### src/rtl/pic_interrupt_service_unit_pkg.sv
// Shared constants and types for the PIC interrupt service unit:
// strobe bit indices, OCW2 command encodings and the INTA handshake states.
package pic_pkg;

  localparam int unsigned IR_COUNT          = 8;
  localparam logic [7:0]  RESET_IMR_DEFAULT = 8'hFF;
  localparam logic [2:0]  SPURIOUS_LEVEL    = 3'd7;

  localparam int unsigned ICW1_BIT = 0;
  localparam int unsigned ICW2_BIT = 1;
  localparam int unsigned ICW3_BIT = 2;
  localparam int unsigned ICW4_BIT = 3;

  localparam int unsigned OCW1_BIT = 0;
  localparam int unsigned OCW2_BIT = 1;
  localparam int unsigned OCW3_BIT = 2;

  typedef enum logic [2:0] {
    OCW2_ROT_AEOI_CLR = 3'b000,
    OCW2_NS_EOI       = 3'b001,
    OCW2_NOP          = 3'b010,
    OCW2_SP_EOI       = 3'b011,
    OCW2_ROT_AEOI_SET = 3'b100,
    OCW2_ROT_NS_EOI   = 3'b101,
    OCW2_SET_PRIO     = 3'b110,
    OCW2_ROT_SP_EOI   = 3'b111
  } ocw2_cmd_e;

  typedef enum logic {
    INTA_IDLE,
    INTA_ACK1
  } inta_state_e;

endpackage

### src/rtl/pic_interrupt_service_unit_priority_resolver.sv
// Rotating-priority resolver: highest-priority request bit, whether it
// outranks every in-service level, and the highest in-service level.
module pic_priority_resolver
  import pic_pkg::*;
(
  input  logic [IR_COUNT-1:0] req,
  input  logic [IR_COUNT-1:0] isr,
  input  logic [2:0]          lowest_prio,
  output logic [2:0]          winner,
  output logic                winner_valid,
  output logic [2:0]          isr_top
);

  logic [2:0] idx;
  logic [2:0] win_rank;
  logic [2:0] isr_rank;
  logic       win_found;
  logic       isr_found;

  // Scan starts just above lowest_prio so the first hit is the highest priority.
  always_comb begin
    winner    = '0;
    isr_top   = '0;
    win_rank  = '0;
    isr_rank  = '0;
    win_found = 1'b0;
    isr_found = 1'b0;
    idx       = '0;
    for (int unsigned k = 0; k < IR_COUNT; k++) begin
      idx = lowest_prio + 3'd1 + 3'(k);
      if (!win_found && req[idx]) begin
        winner    = idx;
        win_rank  = 3'(k);
        win_found = 1'b1;
      end
      if (!isr_found && isr[idx]) begin
        isr_top   = idx;
        isr_rank  = 3'(k);
        isr_found = 1'b1;
      end
    end
    winner_valid = win_found && (!isr_found || (win_rank < isr_rank));
  end

endmodule

### src/rtl/pic_interrupt_service_unit.sv
// PIC interrupt service unit: IRR/ISR/IMR, ICW/OCW2 command handling,
// fully nested priority arbitration and the two-pulse INTA vector sequence.
module pic_interrupt_service_unit
  import pic_pkg::*;
#(
  parameter int unsigned NUM_IR    = 8,
  parameter logic [7:0]  RESET_IMR = RESET_IMR_DEFAULT
) (
  input  logic              clk,
  input  logic              rst,
  input  logic [3:0]        icw_stb,
  input  logic [2:0]        ocw_stb,
  input  logic [7:0]        din,
  input  logic [NUM_IR-1:0] ir_in,
  input  logic              inta_pulse,
  output logic              int_out,
  output logic [7:0]        vector_out,
  output logic              vector_valid,
  output logic [NUM_IR-1:0] irr,
  output logic [NUM_IR-1:0] isr,
  output logic [NUM_IR-1:0] imr,
  output logic              init_busy
);

  inta_state_e       state, state_next;
  logic [NUM_IR-1:0] ir_q;
  logic [NUM_IR-1:0] irr_next;
  logic [NUM_IR-1:0] isr_clr;
  logic [NUM_IR-1:0] isr_set;
  logic [2:0]        lowest_prio, lowest_prio_next;
  logic [2:0]        lvl;
  logic [4:0]        base;
  logic              level_mode, aeoi, rot_aeoi;
  logic              need_icw3, need_icw4, spurious;
  logic              icw1, ocw2;
  ocw2_cmd_e         ocw2_cmd;
  logic [2:0]        ocw2_level;
  logic              first_ack, second_ack, capture;
  logic [2:0]        arb_winner, eoi_top;
  logic              arb_valid, eoi_valid;
  logic [2:0]        arb_isr_top_unused, eoi_isr_top_unused;
  logic              ocw3_unused;

  assign icw1        = icw_stb[ICW1_BIT];
  assign ocw2        = ocw_stb[OCW2_BIT];
  assign ocw2_cmd    = ocw2_cmd_e'(din[7:5]);
  assign ocw2_level  = din[2:0];
  assign ocw3_unused = ocw_stb[OCW3_BIT];

  pic_priority_resolver u_arb (
    .req          (irr & ~imr),
    .isr          (isr),
    .lowest_prio  (lowest_prio),
    .winner       (arb_winner),
    .winner_valid (arb_valid),
    .isr_top      (arb_isr_top_unused)
  );

  // With an empty in-service input the winner is simply the highest ISR bit.
  pic_priority_resolver u_eoi (
    .req          (isr),
    .isr          ('0),
    .lowest_prio  (lowest_prio),
    .winner       (eoi_top),
    .winner_valid (eoi_valid),
    .isr_top      (eoi_isr_top_unused)
  );

  always_ff @(posedge clk) begin
    if (rst) state <= INTA_IDLE;
    else     state <= state_next;
  end

  always_comb begin
    state_next = state;
    first_ack  = 1'b0;
    second_ack = 1'b0;
    if (icw1) begin
      state_next = INTA_IDLE;
    end else if (inta_pulse) begin
      case (state)
        INTA_IDLE: begin
          first_ack  = 1'b1;
          state_next = INTA_ACK1;
        end
        INTA_ACK1: begin
          second_ack = 1'b1;
          state_next = INTA_IDLE;
        end
        default: state_next = INTA_IDLE;
      endcase
    end
  end

  assign capture = first_ack & arb_valid;

  always_comb begin
    irr_next = level_mode ? ir_in : (irr | (ir_in & ~ir_q));
    if (capture) irr_next[arb_winner] = 1'b0;
  end

  // Clears are applied before sets, so an INTA capture beats an EOI on the same level.
  always_comb begin
    isr_clr          = '0;
    isr_set          = '0;
    lowest_prio_next = lowest_prio;
    if (ocw2) begin
      case (ocw2_cmd)
        OCW2_NS_EOI:     if (eoi_valid) isr_clr[eoi_top] = 1'b1;
        OCW2_SP_EOI:     if (|isr) isr_clr[ocw2_level] = 1'b1;
        OCW2_ROT_NS_EOI: if (eoi_valid) begin
          isr_clr[eoi_top] = 1'b1;
          lowest_prio_next = eoi_top;
        end
        OCW2_ROT_SP_EOI: if (|isr) begin
          isr_clr[ocw2_level] = 1'b1;
          lowest_prio_next    = ocw2_level;
        end
        OCW2_SET_PRIO:   lowest_prio_next = ocw2_level;
        default: ;
      endcase
    end
    if (second_ack && aeoi && !spurious) begin
      isr_clr[lvl] = 1'b1;
      if (rot_aeoi) lowest_prio_next = lvl;
    end
    if (capture) isr_set[arb_winner] = 1'b1;
  end

  always_ff @(posedge clk) begin
    if (rst) begin
      irr          <= '0;
      isr          <= '0;
      imr          <= RESET_IMR;
      ir_q         <= '0;
      int_out      <= 1'b0;
      vector_out   <= '0;
      vector_valid <= 1'b0;
      init_busy    <= 1'b0;
      lowest_prio  <= 3'd7;
      base         <= '0;
      level_mode   <= 1'b0;
      aeoi         <= 1'b0;
      rot_aeoi     <= 1'b0;
      need_icw3    <= 1'b0;
      need_icw4    <= 1'b0;
      lvl          <= '0;
      spurious     <= 1'b0;
    end else begin
      ir_q <= ir_in;
      if (icw1) begin
        irr          <= '0;
        isr          <= '0;
        imr          <= '0;
        lowest_prio  <= 3'd7;
        aeoi         <= 1'b0;
        rot_aeoi     <= 1'b0;
        level_mode   <= din[3];
        need_icw3    <= ~din[1];
        need_icw4    <= din[0];
        init_busy    <= 1'b1;
        int_out      <= 1'b0;
        vector_valid <= 1'b0;
      end else begin
        irr          <= irr_next;
        isr          <= (isr & ~isr_clr) | isr_set;
        lowest_prio  <= lowest_prio_next;
        int_out      <= capture ? 1'b0 : (arb_valid & ~init_busy);
        vector_valid <= second_ack;
        if (second_ack) vector_out <= {base, lvl};
        if (first_ack) begin
          lvl      <= capture ? arb_winner : SPURIOUS_LEVEL;
          spurious <= ~arb_valid;
        end
        if (ocw_stb[OCW1_BIT]) imr <= din;
        if (ocw2 && (ocw2_cmd == OCW2_ROT_AEOI_SET)) rot_aeoi <= 1'b1;
        if (ocw2 && (ocw2_cmd == OCW2_ROT_AEOI_CLR)) rot_aeoi <= 1'b0;
        if (icw_stb[ICW2_BIT]) begin
          base <= din[7:3];
          if (!need_icw3 && !need_icw4) init_busy <= 1'b0;
        end
        if (icw_stb[ICW3_BIT] && !need_icw4) init_busy <= 1'b0;
        if (icw_stb[ICW4_BIT]) begin
          aeoi      <= din[1];
          init_busy <= 1'b0;
        end
      end
    end
  end

endmodule

### config.mk
export PLATFORM = sky130hd
export DESIGN_NAME = pic_interrupt_service_unit
export DESIGN_NICKNAME = d
export VERILOG_FILES = /design/src/rtl/pic_interrupt_service_unit_pkg.sv /design/src/rtl/pic_interrupt_service_unit_priority_resolver.sv /design/src/rtl/pic_interrupt_service_unit.sv
export SDC_FILE = /design/constraint.sdc
export NUM_CORES = 1
export LEC_CHECK = 0
export ABC_AREA = 1
export CAP_MARGIN = 30
export CORE_MARGIN = 5
export CORE_UTILIZATION = 45
export DETAILED_ROUTE_END_ITERATION = 12
export PLACE_DENSITY = 0.66
export SLEW_MARGIN = 10
export SYNTH_ARGS = -nofsm -noshare
export SYNTH_HDL_FRONTEND = slang
export SYNTH_HIERARCHICAL = 1
export SYNTH_SLANG_ARGS = --single-unit
export TNS_END_PERCENT = 50
### constraint.sdc
create_clock -name clk -period 12.05 [get_ports clk]
set_input_delay 2.41 -clock clk [delete_from_list [all_inputs] [get_ports clk]]
set_output_delay 2.41 -clock clk [all_outputs]
set_load 0.05 [all_outputs]
* Yosys cells after proc, flatten, opt, wreduce, memory -nomap -nowiden
Memory sizes are Yosys's and may differ from the RTL's. Cells that the tools add are included.
Word-level totals: logic and storage cells 289, bits in read-only memories 64, input bits 26, output and inout bits 35, bits in registers 61, memories 8
Memory list:
- (name not given) | depth 8, width 1, rd ports 1, clocked after Yosys merged registers in 0, wr ports 0, RTL line pic_interrupt_service_unit_priority_resolver.sv:36 | if (!isr_found && isr[idx]) begin
- (name not given) | depth 8, width 1, rd ports 1, clocked after Yosys merged registers in 0, wr ports 0, RTL line pic_interrupt_service_unit_priority_resolver.sv:36
- (name not given) | depth 8, width 1, rd ports 1, clocked after Yosys merged registers in 0, wr ports 0, RTL line pic_interrupt_service_unit_priority_resolver.sv:36
- (name not given) | depth 8, width 1, rd ports 1, clocked after Yosys merged registers in 0, wr ports 0, RTL line pic_interrupt_service_unit_priority_resolver.sv:36
- (name not given) | depth 8, width 1, rd ports 1, clocked after Yosys merged registers in 0, wr ports 0, RTL line pic_interrupt_service_unit_priority_resolver.sv:36
- (name not given) | depth 8, width 1, rd ports 1, clocked after Yosys merged registers in 0, wr ports 0, RTL line pic_interrupt_service_unit_priority_resolver.sv:36
- +2 memories
Cells by class: magnitude comparators 18, bitwise gates (word level) 18, add/subtract/negate cells 8, muxes and demuxes 138, eq/ne operators 6, reductions and logical operators 75
Operator list (count):
- 3-bit two-way mux | 34
- 8-bit two-way mux | 9
- 1-bit two-way mux | 66
- 1-bit binary-select mux with 3-bit select | 16
- 3-bit by 4-bit less-than comparator with 1-bit output (second input constant) | 12
- 1-bit logical AND | 33
- 8-bit AND | 4
- 8-bit NOT | 4
- 1-bit zero test | 26
- 8-bit bitwise OR | 3
- 8-bit one-hot mux with 2 select lines | 1
- 3-bit adder (second input constant) | 4
- 1-bit demux with 3-bit select | 4
- 3-bit equality test (second input constant) | 4
- 3-bit by 1-bit >= comparator with 1-bit output (second input constant) | 4
- 2-bit two-way mux | 6
- 3-bit one-hot mux with 3 select lines | 1
- 2-bit AND reduction | 4
- 4-bit nonzero test | 2
- 8-bit OR reduction | 1
- 3-bit by 1-bit adder with 3-bit output (second input constant) | 2
- 3-bit by 2-bit adder with 3-bit output (second input constant) | 2
- 3-bit less-than comparator | 2
- 2-bit OR reduction | 3
- 9 further kinds | 16

* Longest topological paths before layout
depth after elaboration 37, mapped depth 38, mapped depth without buffers 34

* Hierarchy
Netlist, hierarchy kept.
By module, submodules not included:
- pic_interrupt_service_unit | times used 1, cells an instance 394, sequential area each 1221.2 µm², area each 2770.2 µm²
- pic_priority_resolver at u_arb | times used 1, cells an instance 291, sequential area each 0.0 µm², area each 1347.5 µm²
- pic_priority_resolver at u_eoi | times used 1, cells an instance 286, sequential area each 0.0 µm², area each 1345.0 µm²

* Worst setup path before layout
OpenSTA, ideal clock, no wires.
path kind flip-flop to flip-flop, start point register lowest_prio[0], end point register isr[5], buffers on the path 4, arrival time 3.956 ns, period minus slack after synthesis 4.079 ns, stages on the path, launching flop included 35, path slack 7.971 ns, path through dfxtp_1 > inv_2 > buf_6 > buf_6 > ha_1 > buf_4 > inv_4 > nand2_1 > nand2_1 > buf_4 > nand3_1 > o21ai_1 > nand2_1 > nand2_1 > nand3_2 > nor2_1 > nand2_1 > inv_1 > nand2_1 > inv_2 > nor2_1 > and3_1 > ha_1 > nand2_1 > inv_1 > nand2_1 > nand2_1 > a21oi_1 > inv_1 > nor3_1 > nand2_1 > nand2_1 > nand2_1 > nand2_1 > a21oi_1
RTL lines:
- from (decl) | RTL line pic_interrupt_service_unit.sv:30 | logic [2:0] lowest_prio, lowest_prio_next;
- from (signal assigned) | RTL line pic_interrupt_service_unit.sv:167 | lowest_prio <= lowest_prio_next;
- 3-bit by 1-bit adder with 3-bit output * | RTL line pic_interrupt_service_unit_priority_resolver.sv:30 | idx = lowest_prio + 3'd1 + 3'(k);
- branches (longest 26 deep; another with 3-bit by 1-bit adder with 3-bit output)
- 1-bit logical AND * | RTL line pic_interrupt_service_unit_priority_resolver.sv:42 | winner_valid = win_found && (!isr_found || (win_rank < isr_rank));
- named net eoi_valid | RTL line pic_interrupt_service_unit.sv:40 | logic arb_valid, eoi_valid;
- 8-bit two-way mux * | RTL line pic_interrupt_service_unit.sv:109, pic_interrupt_service_unit.sv:111
- 8-bit one-hot mux with 2 select lines * | RTL line pic_interrupt_service_unit.sv:108 | case (ocw2_cmd)
- 8-bit two-way mux * | RTL line pic_interrupt_service_unit.sv:107 | if (ocw2) begin
- 8-bit bitwise OR (no source line)
- 8-bit two-way mux * | RTL line pic_interrupt_service_unit.sv:123 | if (second_ack && aeoi && !spurious) begin
- 8-bit NOT * | RTL line pic_interrupt_service_unit.sv:166 | isr <= (isr & ~isr_clr) | isr_set;
- 8-bit AND * | RTL line pic_interrupt_service_unit.sv:166
- 8-bit bitwise OR * | RTL line pic_interrupt_service_unit.sv:166
- to (signal assigned) | RTL line pic_interrupt_service_unit.sv:166
- to (decl) | RTL line pic_interrupt_service_unit.sv:20 | output logic [NUM_IR-1:0] isr,
Mark *: on every way through the listed nets, which the timed path passes. The select of a mux whose other input is x is not followed. A chain may end at the register's enable or synchronous reset.

* Worst setup path in the final report
start point register lowest_prio[0], end point register irr[4]
RTL lines:
- 3-bit by 1-bit adder with 3-bit output * | RTL line pic_interrupt_service_unit_priority_resolver.sv:30
- branches (longest 26 deep; another with 3-bit by 1-bit adder with 3-bit output)
- 1-bit logical AND * | RTL line pic_interrupt_service_unit_priority_resolver.sv:42
- named net arb_valid | RTL line pic_interrupt_service_unit.sv:40
- 1-bit AND * | RTL line pic_interrupt_service_unit.sv:95 | assign capture = first_ack & arb_valid;
- 8-bit two-way mux * | RTL line pic_interrupt_service_unit.sv:99 | if (capture) irr_next[arb_winner] = 1'b0;
- to (signal assigned) | RTL line pic_interrupt_service_unit.sv:165 | irr <= irr_next;
- to (decl) | RTL line pic_interrupt_service_unit.sv:19 | output logic [NUM_IR-1:0] irr,
Marks and branches as above.

==> results.md <==
- Outcome: complete, no violations
- Commonest non-fill, non-tap cell in the layout: nand2_1
- Fmax: 0.200 GHz
- CP top delay family: simple AND/OR/NAND/NOR gates
- Num CTS Buffers: 9
- Clock transition at path regs: 50 ps
- CP Capture Type: register
- Synthesized instance count: 925
- Fin Clk Skew: 3.41 ps
- Vias in the first global route: 5128
- Area Overhead vs Synth: 18.1%
- Most Frequent Cell on Critical Path: nand2_1
- CORE AREA: 11400 µm²
- Initial core utilization: 45.9%
- Worst Path Arrival: 5220 ps
- LEAKAGE: 3.11 nW
- H-tree Lvls: 3
- Die ar.: 13900 µm²
- Power Total: 727 µW
- Pin count of the biggest net entering global routing: 50
- Number of placement rows: 39
- R2R depth: 25
- Worst Path Required: 12260 ps
- Slew Viols, Final: 0
- Clock latency at the later pin of the worst-skew pair: 320 ps
- Global-route wire length before repair: 24800 µm
- Total track usage: 20.9%
- Minimum clock period: 5010 ps
- Ys Warns: 6
- Pwr Density: 117 nW/µm²
- Pint: 463 µW
- CTS Hold Bufs: 0
- CTS tree: built
- DRT iter0 DRCs: 395
- Part of the power in registers: 30.4%
- Bufs on Longest Clock Path: 2
- Worst path depth: 25
- Worst-margin pin slew: 918 ps
- # port buffers: 59
- Sw Ratio: 36.3%
- Max Cap Viol: 0
- Die Width: 118 µm
- Clk sinks: 61
- CP max stage cell: ha_1
- DR vias: 5729
- Critical path peak fanout: 49
- Clock power share: 35.2%
- Peak VDD IR: 0.102 mV
- Worst Setup Path Type: reg -> reg
- Die H: 118 µm
- Clock Tree Root: clkbuf_16
- Post-CTS Resized: 0
- Post-CTS Setup Bufs: 0
- Vias per Instance: 5.07
- Hold depth: 2
- Wire length per cell: 12.8 µm
- Final GP Congestion: 0.898
- Worst hold path class: reg -> reg
- Tcrit/Tclk final: 41.5%
- GRT overflow: 0
- Buf/Inv on CP: 4
- RSZ-0062 raised after global routing: false
- Nets: 1016
- Worst stage delay on the critical path: 700 ps
- Final Hold Fails: 0
- Slew HR: 38.7%
- Ports: 61
- Antenna violations before repair: 0
- Drt pass-1 iters: 5
- Crit path launch type: register
- Fillers: 1197
- N_diodes: 0
- Switching pwr: 264 µW
- Antenna-violating nets left: 0
- Fraction of layout cells with a size suffix above 1: 7.20%
- Drt total wl: 14500 µm
- Final setup viols: 0
- Setup TNS: 0 ps
- Mean Syn Cell Area: 5.67 µm²
- Drc violations: 0
- Comb pwr share: 34.4%
- DPL Wire Length: 11200 µm
- Most frequent cells in the layout: nand2_1 (335), inv_1 (109), nor2_1 (105)
- Synthesized area: 5240 µm²
==> state kept, by name, indices dropped and copies added, names as in the netlist <==
name and cells:
lvl 3, imr 8, need_icw4 1, rot_aeoi 1, aeoi 1, lowest_prio 3
level_mode 1, init_busy 1, isr 8, need_icw3 1, vector_out 8, spurious 1
base 5, state 1, irr 8, ir_q 8, int_out 1, vector_valid 1
==> path summary, 6_finish.rpt <==
path                                     start       to  slack, ps
worst min register to register         base[1]  base[1]        460
worst max register to register  lowest_prio[0]   irr[4]       7040
worst min-delay path                   base[1]  base[1]        460
worst max-delay path            lowest_prio[0]   irr[4]       7040
==> layer usage <==
layer	global-route usage (%)	vias to the layer above	share of wire, %
li1	-	3056	-
met1	29.2	2524	48
met2	34.1	138	46
met3	3.03	11	5.2
met4	4.52	0	0.60
met5	0	-	0
==> metrics by stage <==
stage / util [%] / setup WS, ps / std cells / instance area [µm²] / hold slack (ps)
after floorplan: - / 8010 / 940 / 5300 / 440
after global placement: 51.6 / 7060 / 1114 / 5890 / 453
after detailed placement: 51.6 / 7060 / 1114 / 5890 / 454
after CTS: 54.2 / 7050 / 1129 / 6190 / 460
after global routing: 54.2 / 6390 / 1129 / 6190 / 496
final: 54.2 / 7040 / 1129 / 6190 / 462
==> area by class of cell <==
type                       instances  area [µm²]  share of cell area, %
clock inverter                     4        47.5                  0.768
timing repair buffer              61         606                   9.78
multi-input combinational        729        3430                   55.5
sequential                        61        1220                   19.7
clock buffer                      11         253                   4.08
tap                              143         179                   2.89
inverter                         120         453                   7.31
==> power by group through the flow <==
| stage | sequential [mW] | combinational, mW | clock, mW |
|---|---|---|---|
| 2_1_floorplan | 0.242 | 0.173 | 0 |
| 3_3_place_gp | 0.225 | 0.247 | 0 |
| 3_5_place_dp | 0.225 | 0.248 | 0 |
| 4_1_cts | 0.221 | 0.249 | 0.259 |
| 5_1_grt | 0.223 | 0.284 | 0.270 |
| 6_report | 0.221 | 0.250 | 0.256 |
==> tightest hold or removal path, cell delays in order, from the launching register on <==
cell,delay (ps)
dfxtp_1,300
nand2_1,60
a21oi_1,50
Note: power is estimated with default switching activity, not from simulation.
